[src/rtl/cu_pkg.sv]
// Shared constants, enums and packet/dload layouts for the CU packet responder.
package cu_pkg;

  localparam int unsigned PCKT_W     = 48;
  localparam int unsigned DLOAD_W    = 40;
  localparam int unsigned ID_W       = 5;
  localparam int unsigned DTYPE_W    = 3;
  localparam int unsigned OP_W       = 2;
  localparam int unsigned NUMS_W     = 7;
  localparam int unsigned ADDR_W     = 5;
  localparam int unsigned W_ROW_W    = 40;
  localparam int unsigned I_ROW_W    = 5;
  localparam int unsigned R_WIDTH    = 8;
  localparam int unsigned THR_W      = 8;
  localparam int unsigned OUT_ADDR_W = 8;

  localparam logic [ID_W-1:0] DEF_CU_ADDR = 5'b10000;
  localparam logic [ID_W-1:0] DEF_CTRL_ID = 5'b00000;

  typedef enum logic [DTYPE_W-1:0] {
    DT_CMD      = 3'b001,
    DT_WEIGHT   = 3'b010,
    DT_FMAP     = 3'b011,
    DT_CMDACK   = 3'b100,
    DT_SPIKERES = 3'b101
  } dtype_e;

  typedef enum logic [OP_W-1:0] {
    OP_LOADW   = 2'b00,
    OP_LOADI   = 2'b01,
    OP_MAC_CFG = 2'b10,
    OP_MAC     = 2'b11
  } op_e;

  typedef enum logic [2:0] {
    S_IDLE, S_LOAD, S_FEED, S_START, S_WAIT, S_RES, S_ACK
  } state_e;

  typedef struct packed {
    logic [ID_W-1:0]    dest_id;
    logic [DTYPE_W-1:0] dtype;
    logic [DLOAD_W-1:0] dload;
  } pckt_t;

  typedef struct packed {
    logic [OP_W-1:0]   op;
    logic [NUMS_W-1:0] nums;
    logic [ADDR_W-1:0] start;
    logic [ADDR_W-1:0] stride;
    logic [20:0]       rsvd;
  } load_cmd_t;

  typedef struct packed {
    logic [OP_W-1:0]  op;
    logic             w_stat;
    logic             i_stat;
    logic [THR_W-1:0] thr;
    logic [27:0]      rsvd;
  } cfg_cmd_t;

  typedef struct packed {
    logic [OP_W-1:0]       op;
    logic [8:0]            rsvd;
    logic                  last;
    logic [NUMS_W-1:0]     nums;
    logic                  resin;
    logic                  resout;
    logic                  cmp;
    logic [ADDR_W-1:0]     start;
    logic [ADDR_W-1:0]     stride;
    logic [OUT_ADDR_W-1:0] out_addr;
  } mac_cmd_t;

  typedef struct packed {
    logic                  spike;
    logic [R_WIDTH-1:0]    residue;
    logic [OUT_ADDR_W-1:0] out_addr;
    logic                  last;
    logic [21:0]           rsvd;
  } res_dload_t;

  typedef struct packed {
    logic [ID_W-1:0] src_a;
    logic [ID_W-1:0] src_b;
    logic [OP_W-1:0] op;
    logic [27:0]     rsvd;
  } ack_dload_t;

endpackage

[src/rtl/cu_addr_gen.sv]
// Row address walker: addr = start + k*stride (mod 32), k counts rows written.
module cu_addr_gen
  import cu_pkg::*;
(
  input  logic              clk,
  input  logic              rst_n,
  input  logic              init,
  input  logic              step,
  input  logic [ADDR_W-1:0] start,
  input  logic [ADDR_W-1:0] stride,
  output logic [ADDR_W-1:0] addr,
  output logic [NUMS_W-1:0] k
);

  logic [ADDR_W-1:0] addr_q, addr_d;
  logic [ADDR_W-1:0] stride_q, stride_d;
  logic [NUMS_W-1:0] k_q, k_d;

  // Load base/stride on init, advance by stride on each written row.
  always_comb begin
    addr_d   = addr_q;
    stride_d = stride_q;
    k_d      = k_q;
    if (init) begin
      addr_d   = start;
      stride_d = stride;
      k_d      = '0;
    end else if (step) begin
      addr_d = ADDR_W'(addr_q + stride_q);
      k_d    = NUMS_W'(k_q + NUMS_W'(1));
    end
  end

  // Counter registers.
  always_ff @(posedge clk or negedge rst_n) begin
    if (!rst_n) begin
      addr_q   <= '0;
      stride_q <= '0;
      k_q      <= '0;
    end else begin
      addr_q   <= addr_d;
      stride_q <= stride_d;
      k_q      <= k_d;
    end
  end

  assign addr = addr_q;
  assign k    = k_q;

endmodule

[src/rtl/cu_pckt_responder.sv]
// NoC-facing responder of a compute unit: decodes controller commands, steers
// data rows into weight/ifmap registers, runs the PE and returns result + ack.
module cu_pckt_responder
  import cu_pkg::*;
#(
  parameter logic [ID_W-1:0] THIS_CU_ADDR = DEF_CU_ADDR,
  parameter logic [ID_W-1:0] CTRL_ID      = DEF_CTRL_ID
) (
  input  logic                  clk,
  input  logic                  rst_n,
  input  logic                  in_valid,
  output logic                  in_ready,
  input  logic [PCKT_W-1:0]     in_pckt,
  output logic                  out_valid,
  input  logic                  out_ready,
  output logic [PCKT_W-1:0]     out_pckt,
  output logic                  w_wr_en,
  output logic [ADDR_W-1:0]     w_wr_addr,
  output logic [W_ROW_W-1:0]    w_wr_data,
  output logic                  i_wr_en,
  output logic [ADDR_W-1:0]     i_wr_addr,
  output logic [I_ROW_W-1:0]    i_wr_data,
  output logic                  cfg_ws,
  output logic                  cfg_is,
  output logic [THR_W-1:0]      cfg_thr,
  output logic                  mac_start,
  output logic [NUMS_W-1:0]     mac_nums,
  output logic [ADDR_W-1:0]     mac_reg_start,
  output logic [ADDR_W-1:0]     mac_reg_stride,
  output logic                  mac_resin,
  output logic                  mac_cmp,
  input  logic                  mac_done,
  input  logic                  mac_spike,
  input  logic [R_WIDTH-1:0]    mac_residue,
  output logic                  err_flag
);

  state_e                state_q, state_d;
  logic [OP_W-1:0]       op_q, op_d;
  logic [NUMS_W-1:0]     nums_q, nums_d;
  logic                  last_q, last_d;
  logic                  resout_q, resout_d;
  logic [OUT_ADDR_W-1:0] out_addr_q, out_addr_d;
  logic                  spike_q, spike_d;
  logic [R_WIDTH-1:0]    residue_q, residue_d;
  logic                  in_ready_q, in_ready_d;
  logic                  out_valid_q, out_valid_d;
  logic [PCKT_W-1:0]     out_pckt_q, out_pckt_d;
  logic                  w_wr_en_q, w_wr_en_d;
  logic [ADDR_W-1:0]     w_wr_addr_q, w_wr_addr_d;
  logic [W_ROW_W-1:0]    w_wr_data_q, w_wr_data_d;
  logic                  i_wr_en_q, i_wr_en_d;
  logic [ADDR_W-1:0]     i_wr_addr_q, i_wr_addr_d;
  logic [I_ROW_W-1:0]    i_wr_data_q, i_wr_data_d;
  logic                  cfg_ws_q, cfg_ws_d;
  logic                  cfg_is_q, cfg_is_d;
  logic [THR_W-1:0]      cfg_thr_q, cfg_thr_d;
  logic                  mac_start_q, mac_start_d;
  logic [NUMS_W-1:0]     mac_nums_q, mac_nums_d;
  logic [ADDR_W-1:0]     mac_reg_start_q, mac_reg_start_d;
  logic [ADDR_W-1:0]     mac_reg_stride_q, mac_reg_stride_d;
  logic                  mac_resin_q, mac_resin_d;
  logic                  mac_cmp_q, mac_cmp_d;
  logic                  err_q, err_d;

  pckt_t      pkt;
  load_cmd_t  ld_cmd;
  cfg_cmd_t   cfg_cmd;
  mac_cmd_t   mac_cmd;
  res_dload_t res_dload;
  ack_dload_t ack_dload;

  logic              take;
  logic              out_hs;
  logic              row_last;
  logic              ag_init, ag_step;
  logic [ADDR_W-1:0] ag_start, ag_stride, ag_addr;
  logic [NUMS_W-1:0] ag_k;
  logic              unused_bits;

  assign pkt     = pckt_t'(in_pckt);
  assign ld_cmd  = load_cmd_t'(pkt.dload);
  assign cfg_cmd = cfg_cmd_t'(pkt.dload);
  assign mac_cmd = mac_cmd_t'(pkt.dload);

  // Foreign packets are consumed by the handshake but never reach the FSM.
  assign take     = in_valid && in_ready_q && (pkt.dest_id == THIS_CU_ADDR);
  assign out_hs   = out_valid_q && out_ready;
  assign row_last = (ag_k == NUMS_W'(nums_q - NUMS_W'(1)));

  assign unused_bits = ^{ld_cmd.rsvd, cfg_cmd.op, cfg_cmd.rsvd, mac_cmd.op, mac_cmd.rsvd};

  cu_addr_gen u_addr_gen (
    .clk    (clk),
    .rst_n  (rst_n),
    .init   (ag_init),
    .step   (ag_step),
    .start  (ag_start),
    .stride (ag_stride),
    .addr   (ag_addr),
    .k      (ag_k)
  );

  // Next-state, command decode, register-port writes and output packet build.
  always_comb begin
    state_d          = state_q;
    op_d             = op_q;
    nums_d           = nums_q;
    last_d           = last_q;
    resout_d         = resout_q;
    out_addr_d       = out_addr_q;
    spike_d          = spike_q;
    residue_d        = residue_q;
    out_pckt_d       = out_pckt_q;
    w_wr_en_d        = 1'b0;
    w_wr_addr_d      = w_wr_addr_q;
    w_wr_data_d      = w_wr_data_q;
    i_wr_en_d        = 1'b0;
    i_wr_addr_d      = i_wr_addr_q;
    i_wr_data_d      = i_wr_data_q;
    cfg_ws_d         = cfg_ws_q;
    cfg_is_d         = cfg_is_q;
    cfg_thr_d        = cfg_thr_q;
    mac_nums_d       = mac_nums_q;
    mac_reg_start_d  = mac_reg_start_q;
    mac_reg_stride_d = mac_reg_stride_q;
    mac_resin_d      = mac_resin_q;
    mac_cmp_d        = mac_cmp_q;
    err_d            = err_q;
    ag_init          = 1'b0;
    ag_step          = 1'b0;
    ag_start         = ld_cmd.start;
    ag_stride        = ld_cmd.stride;
    res_dload        = '{spike: spike_q, residue: residue_q, out_addr: out_addr_q,
                         last: last_q, rsvd: '0};
    ack_dload        = '{src_a: THIS_CU_ADDR, src_b: THIS_CU_ADDR, op: op_q, rsvd: '0};

    unique case (state_q)
      S_IDLE: begin
        if (take) begin
          if (pkt.dtype == DT_CMD) begin
            op_d = ld_cmd.op;
            unique case (ld_cmd.op)
              OP_LOADW, OP_LOADI: begin
                nums_d  = ld_cmd.nums;
                ag_init = 1'b1;
                state_d = (ld_cmd.nums == '0) ? S_ACK : S_LOAD;
              end
              OP_MAC_CFG: begin
                cfg_ws_d  = cfg_cmd.w_stat;
                cfg_is_d  = cfg_cmd.i_stat;
                cfg_thr_d = cfg_cmd.thr;
                state_d   = S_ACK;
              end
              default: begin
                nums_d           = mac_cmd.nums;
                last_d           = mac_cmd.last;
                resout_d         = mac_cmd.resout;
                out_addr_d       = mac_cmd.out_addr;
                mac_nums_d       = mac_cmd.nums;
                mac_reg_start_d  = mac_cmd.start;
                mac_reg_stride_d = mac_cmd.stride;
                mac_resin_d      = mac_cmd.resin;
                mac_cmp_d        = mac_cmd.cmp;
                ag_init          = 1'b1;
                ag_start         = mac_cmd.start;
                ag_stride        = mac_cmd.stride;
                state_d          = (mac_cmd.nums == '0) ? S_START : S_FEED;
              end
            endcase
          end else begin
            err_d = 1'b1;
          end
        end
      end
      S_LOAD: begin
        if (take) begin
          if (op_q == OP_LOADW && pkt.dtype == DT_WEIGHT) begin
            w_wr_en_d   = 1'b1;
            w_wr_addr_d = ag_addr;
            w_wr_data_d = pkt.dload[W_ROW_W-1:0];
            ag_step     = 1'b1;
            if (row_last) state_d = S_ACK;
          end else if (op_q == OP_LOADI && pkt.dtype == DT_FMAP) begin
            i_wr_en_d   = 1'b1;
            i_wr_addr_d = ag_addr;
            i_wr_data_d = pkt.dload[I_ROW_W-1:0];
            ag_step     = 1'b1;
            if (row_last) state_d = S_ACK;
          end else begin
            err_d = 1'b1;
          end
        end
      end
      S_FEED: begin
        if (take) begin
          if (pkt.dtype == DT_FMAP) begin
            i_wr_en_d   = 1'b1;
            i_wr_addr_d = ag_addr;
            i_wr_data_d = pkt.dload[I_ROW_W-1:0];
            ag_step     = 1'b1;
            if (row_last) state_d = S_START;
          end else begin
            err_d = 1'b1;
          end
        end
      end
      S_START: state_d = S_WAIT;
      S_WAIT: begin
        if (mac_done) begin
          spike_d   = mac_spike;
          residue_d = mac_residue;
          state_d   = resout_q ? S_RES : S_ACK;
        end
      end
      S_RES: if (out_hs) state_d = S_ACK;
      S_ACK: if (out_hs) state_d = S_IDLE;
      default: state_d = S_IDLE;
    endcase

    // Valid drops for a cycle after each handshake so the next packet loads cleanly.
    out_valid_d = ((state_q == S_RES) || (state_q == S_ACK)) && !out_hs;
    if (!out_valid_q) begin
      out_pckt_d = (state_q == S_RES) ? {CTRL_ID, DT_SPIKERES, res_dload}
                                      : {CTRL_ID, DT_CMDACK, ack_dload};
    end

    in_ready_d  = (state_d == S_IDLE) || (state_d == S_LOAD) || (state_d == S_FEED);
    mac_start_d = (state_d == S_START);
  end

  // State and output registers.
  always_ff @(posedge clk or negedge rst_n) begin
    if (!rst_n) begin
      state_q          <= S_IDLE;
      op_q             <= '0;
      nums_q           <= '0;
      last_q           <= 1'b0;
      resout_q         <= 1'b0;
      out_addr_q       <= '0;
      spike_q          <= 1'b0;
      residue_q        <= '0;
      in_ready_q       <= 1'b0;
      out_valid_q      <= 1'b0;
      out_pckt_q       <= '0;
      w_wr_en_q        <= 1'b0;
      w_wr_addr_q      <= '0;
      w_wr_data_q      <= '0;
      i_wr_en_q        <= 1'b0;
      i_wr_addr_q      <= '0;
      i_wr_data_q      <= '0;
      cfg_ws_q         <= 1'b0;
      cfg_is_q         <= 1'b0;
      cfg_thr_q        <= '0;
      mac_start_q      <= 1'b0;
      mac_nums_q       <= '0;
      mac_reg_start_q  <= '0;
      mac_reg_stride_q <= '0;
      mac_resin_q      <= 1'b0;
      mac_cmp_q        <= 1'b0;
      err_q            <= 1'b0;
    end else begin
      state_q          <= state_d;
      op_q             <= op_d;
      nums_q           <= nums_d;
      last_q           <= last_d;
      resout_q         <= resout_d;
      out_addr_q       <= out_addr_d;
      spike_q          <= spike_d;
      residue_q        <= residue_d;
      in_ready_q       <= in_ready_d;
      out_valid_q      <= out_valid_d;
      out_pckt_q       <= out_pckt_d;
      w_wr_en_q        <= w_wr_en_d;
      w_wr_addr_q      <= w_wr_addr_d;
      w_wr_data_q      <= w_wr_data_d;
      i_wr_en_q        <= i_wr_en_d;
      i_wr_addr_q      <= i_wr_addr_d;
      i_wr_data_q      <= i_wr_data_d;
      cfg_ws_q         <= cfg_ws_d;
      cfg_is_q         <= cfg_is_d;
      cfg_thr_q        <= cfg_thr_d;
      mac_start_q      <= mac_start_d;
      mac_nums_q       <= mac_nums_d;
      mac_reg_start_q  <= mac_reg_start_d;
      mac_reg_stride_q <= mac_reg_stride_d;
      mac_resin_q      <= mac_resin_d;
      mac_cmp_q        <= mac_cmp_d;
      err_q            <= err_d;
    end
  end

  assign in_ready       = in_ready_q;
  assign out_valid      = out_valid_q;
  assign out_pckt       = out_pckt_q;
  assign w_wr_en        = w_wr_en_q;
  assign w_wr_addr      = w_wr_addr_q;
  assign w_wr_data      = w_wr_data_q;
  assign i_wr_en        = i_wr_en_q;
  assign i_wr_addr      = i_wr_addr_q;
  assign i_wr_data      = i_wr_data_q;
  assign cfg_ws         = cfg_ws_q;
  assign cfg_is         = cfg_is_q;
  assign cfg_thr        = cfg_thr_q;
  assign mac_start      = mac_start_q;
  assign mac_nums       = mac_nums_q;
  assign mac_reg_start  = mac_reg_start_q;
  assign mac_reg_stride = mac_reg_stride_q;
  assign mac_resin      = mac_resin_q;
  assign mac_cmp        = mac_cmp_q;
  assign err_flag       = err_q;

endmodule

[config.mk]
export PLATFORM = sky130hd
export DESIGN_NAME = cu_pckt_responder
export DESIGN_NICKNAME = d
export VERILOG_FILES = /design/src/rtl/cu_pkg.sv /design/src/rtl/cu_addr_gen.sv /design/src/rtl/cu_pckt_responder.sv
export SDC_FILE = /design/constraint.sdc
export NUM_CORES = 1
export LEC_CHECK = 0
export BUFFER_PORTS_ARGS = -buffer_cell sky130_fd_sc_hd__buf_2
export CAP_MARGIN = 25
export CORE_AREA = 2 2 137 139
export DETAILED_ROUTE_END_ITERATION = 8
export DIE_AREA = 0 0 139 141
export GPL_TIMING_DRIVEN = 1
export PLACE_DENSITY = 0.64
export SYNTH_ARGS = -nofsm -noshare
export SYNTH_HDL_FRONTEND = slang
export SYNTH_SLANG_ARGS = --single-unit
[constraint.sdc]
create_clock -name clk -period 2.1 [get_ports clk]
set_input_delay 0.105 -clock clk [delete_from_list [all_inputs] [get_ports clk]]
set_output_delay 0.105 -clock clk [all_outputs]
set_load 0.01 [all_outputs]
==> results.md <==
- Initial DRC count: 193
- Synth warnings: 0
- Maximum number of pins on one net before global-route repair: 58
- H-tree depth: 4
- Fin. max-slew vios: 0
- Worst min path class: in -> reg
- Crit-path slowest cell: or4_4
- GRT Total Usage: 18.15%
- Reg2Reg Launch Point: nums_q[2]
- Setup tns final: 0 ns
- First-pass GRT wire length: 27.91 mm
- Final HPWL DP: 12.32 mm
- Combinational power share: 11.0%
- GRT met2 Usage: 29.22%
- Pre-CTS setup slack: 0.01482 ns
- Most used routing layer: met2
- Nets@finish: between 800 and 900
- Die height: 141 um
- Number of synthesized register bits: about 160
- Layout cells sized above 1: 40.71%
- Cell Rows: 50
- Fin Hold WS: 0.02341 ns
- FMAX: 0.4792 GHz
- EDFF count, synth: 0
- Most used DFF post-synth: dfrtp_1
- Synth Cell Area: 0.007164 sq mm
- Worst slew pin tran: between 0.5 and 0.6 ns
- Core area: 0.01827 sq mm
- WP data arrival: 2.38 ns
- Switching power: between 1.5 and 2 mW
- Register area share after synthesis: around 55%
- WL/cell: 16.15 um
- Status: finished clean
- Fin crit period: ~2.1 ns
- Commonest non-fill, non-tap cell in the layout: buf_2
- Slew HR: a little over three fifths
- Routability cong.: 0.8652
- Setup violators final: 0
- # DRC: 0
- IO Port Bufs: ~170
- Power per Cell Area: 760.1 mW/mm^2
- Worst setup EP type: flip-flop
- Io pins: 200
- Worst path buffer plus inverter count: 0
- Final period util: 99.38%
- Die width: 139 um
- Area after DPL: 0.008333 sq mm
- Critical Path Source: nums_q[2]
- Clk network pwr share: 42.7%
- Switching part of the total power: around a quarter
- Clk slew on worst S/H paths: 0.07 ns
- Gr ovfl total: 0
- Reg power frac: 46.2%
- Post-synth cell types: 65
- Int Power: 5.228 mW
- DRT Wirelength: ~17 mm
- TritonRoute pass-1 iters: 4
- Worst EP required: roughly 2.4 ns
- Antenna Cells: 0
- Worst vdd ir: roughly 0.6 mV
- Hold Violations, Final: 0
- Initial antenna violation count: 0
- Final instance area: just over 0.009 sq mm
- Setup CP Type: reg -> reg
- Clk_skew: 0.008233 ns
- Clock latency at the later pin of the worst-skew pair: 0.43 ns
- Met1 Use GR: 24.41%
- Vias in the first global route: 5181
- Most frequent cells in the layout: buf_2 (170), dfrtp_1 (158), mux2_2 (92)
- Hold_sp: in_pckt[22]
- Max-Cap Viols: 0
- Syn Inst Count: ~600
- Post-route ant nets: 0
- Vias/cell: 4.826
- Die ar.: 0.01960 sq mm
- Maximum fanout along the worst path: 4
- Starting Density: 39.22%
- CTS root buf: clkbuf_16
- RSZ-0062 raised after global routing: true
- Pleak: 4.904 nW
- Crit path largest cell delay: 0.48 ns
- Total number of vias: 5183
- # clock sinks: 158
- Clock Path Buffers: 2
- Crit path max-delay family: simple AND/OR/NAND/NOR gates
- Critical Path Start Type: flip-flop
- PnR worst setup slack: roughly 0.013 ns
- Num CTS Buffers: 17
- Share of async-settable or async-resettable flops after synthesis: 100.0%
- Met3 usage: 4.891%
- Crit-path cells: or3_4, or4_4, a22oi_2, nand4_1, o211ai_1, nor2_1
- Post-Syn Area per Cell: 12.04 sq um
- TritonCTS clock tree: built
- Area Growth Syn to Fin: 30.51%
[timing repair]
item,CTS,global route
hold buffers,42,0
setup buffers,0,1
endpoints found under the setup margin,0,4
endpoints found under the hold margin,131,0
resized for setup,0,3
[synth_stat cells (3+ instances only)]
cell	n	area, sq um
dfrtp_1	158	3954
mux2_2	92	1036
nand2_1	83	311.6
o21ai_0	35	175.2
buf_4	29	217.7
mux2i_1	20	200.2
clkbuf_1	16	60.06
nor2_1	14	52.55
a21oi_1	12	60.06
xor2_1	10	87.58
xnor2_1	8	70.07
buf_6	7	78.83
inv_1	7	26.28
nand2b_1	7	43.79
nand4_1	7	43.79
ha_1	6	75.07
nor2b_1	6	37.54
buf_2	5	25.02
nor4_1	5	31.28
and3_1	4	25.02
nor3_1	4	20.02
a211oi_1	3	22.52
a21o_1	3	22.52
mux2_1	3	33.78
[power groups by stage]
| stage | logic (mW) | clock network (mW) | registers, mW |
|---|---|---|---|
| after floorplan | 0.400 | 0 | 3.36 |
| after global placement | 0.708 | 0 | 3.34 |
| after detailed placement | 0.716 | 0 | 3.34 |
| after CTS | 0.777 | 3.12 | 3.28 |
| after global routing | 0.867 | 3.23 | 3.31 |
| final | 0.785 | 3.04 | 3.29 |
[per-stage QoR]
| stage | power (mW) | instances | util (%) |
|---|---|---|---|
| 2_1_floorplan | 3.755 | 622 | - |
| 3_5_place_dp | 4.058 | 999 | 45.62 |
| 5_1_grt | 7.408 | 1074 | 51.18 |
| 3_3_place_gp | 4.044 | 999 | 45.62 |
| 6_report | 7.107 | 1074 | 51.18 |
| 4_1_cts | 7.183 | 1073 | 51.09 |
[routing by layer]
layer	up-vias	wire length, um
li1	2480	-
met1	2505	7900
met2	183	8175
met3	15	1100
met4	0	172
met5	-	0
[final timing paths]
kind,to,slack (ns),depth (start not counted)
min reg2reg,i_wr_addr[3],0.46,2
max in group asynchronous,err_flag,1.22,3
min,mac_nums[1],0.02,2
max,in_ready,0.01,6
min in group asynchronous,w_wr_data[10],0.20,2
max reg2reg,in_ready,0.01,6
[flip-flops by register name, indices dropped and copies added, names as in the netlist, 2 cells and up]
register and flops:
out_pckt 20, out_addr_q 8, cfg_thr 8, i_wr_data 5
residue_q 8, op_q 2, nums_q 7, mac_reg_stride 5
w_wr_data 40, u_addr_gen.stride_q 5, mac_nums 7, i_wr_addr 5
mac_reg_start 5, u_addr_gen.k 7, w_wr_addr 5, state_q 3
u_addr_gen.addr 5
[cell families (layout without fill, tap and decap cells)]
family          count (synthesis)  in the layout  synth area share, %
flops                         158            158                55.19
simple gates                  158            158                11.39
mux                           115            115                17.73
compound gates                 74             74                6.427
buf+inv                        64            282                5.693
xor+xnor                       18             18                2.200
fa+ha+maj                       7              7                1.327
other cells                     1             28              0.05234
[final cells by class]
class	count	area, sq um
fill	1639	8917
clock buffer	17	425.4
inverter	7	26.28
tap	234	292.8
multi-input combinational	400	2915
sequential	158	3954
timing repair buffer	243	1583
clock inverter	15	153.9
Power figures use the tool's default switching activity.
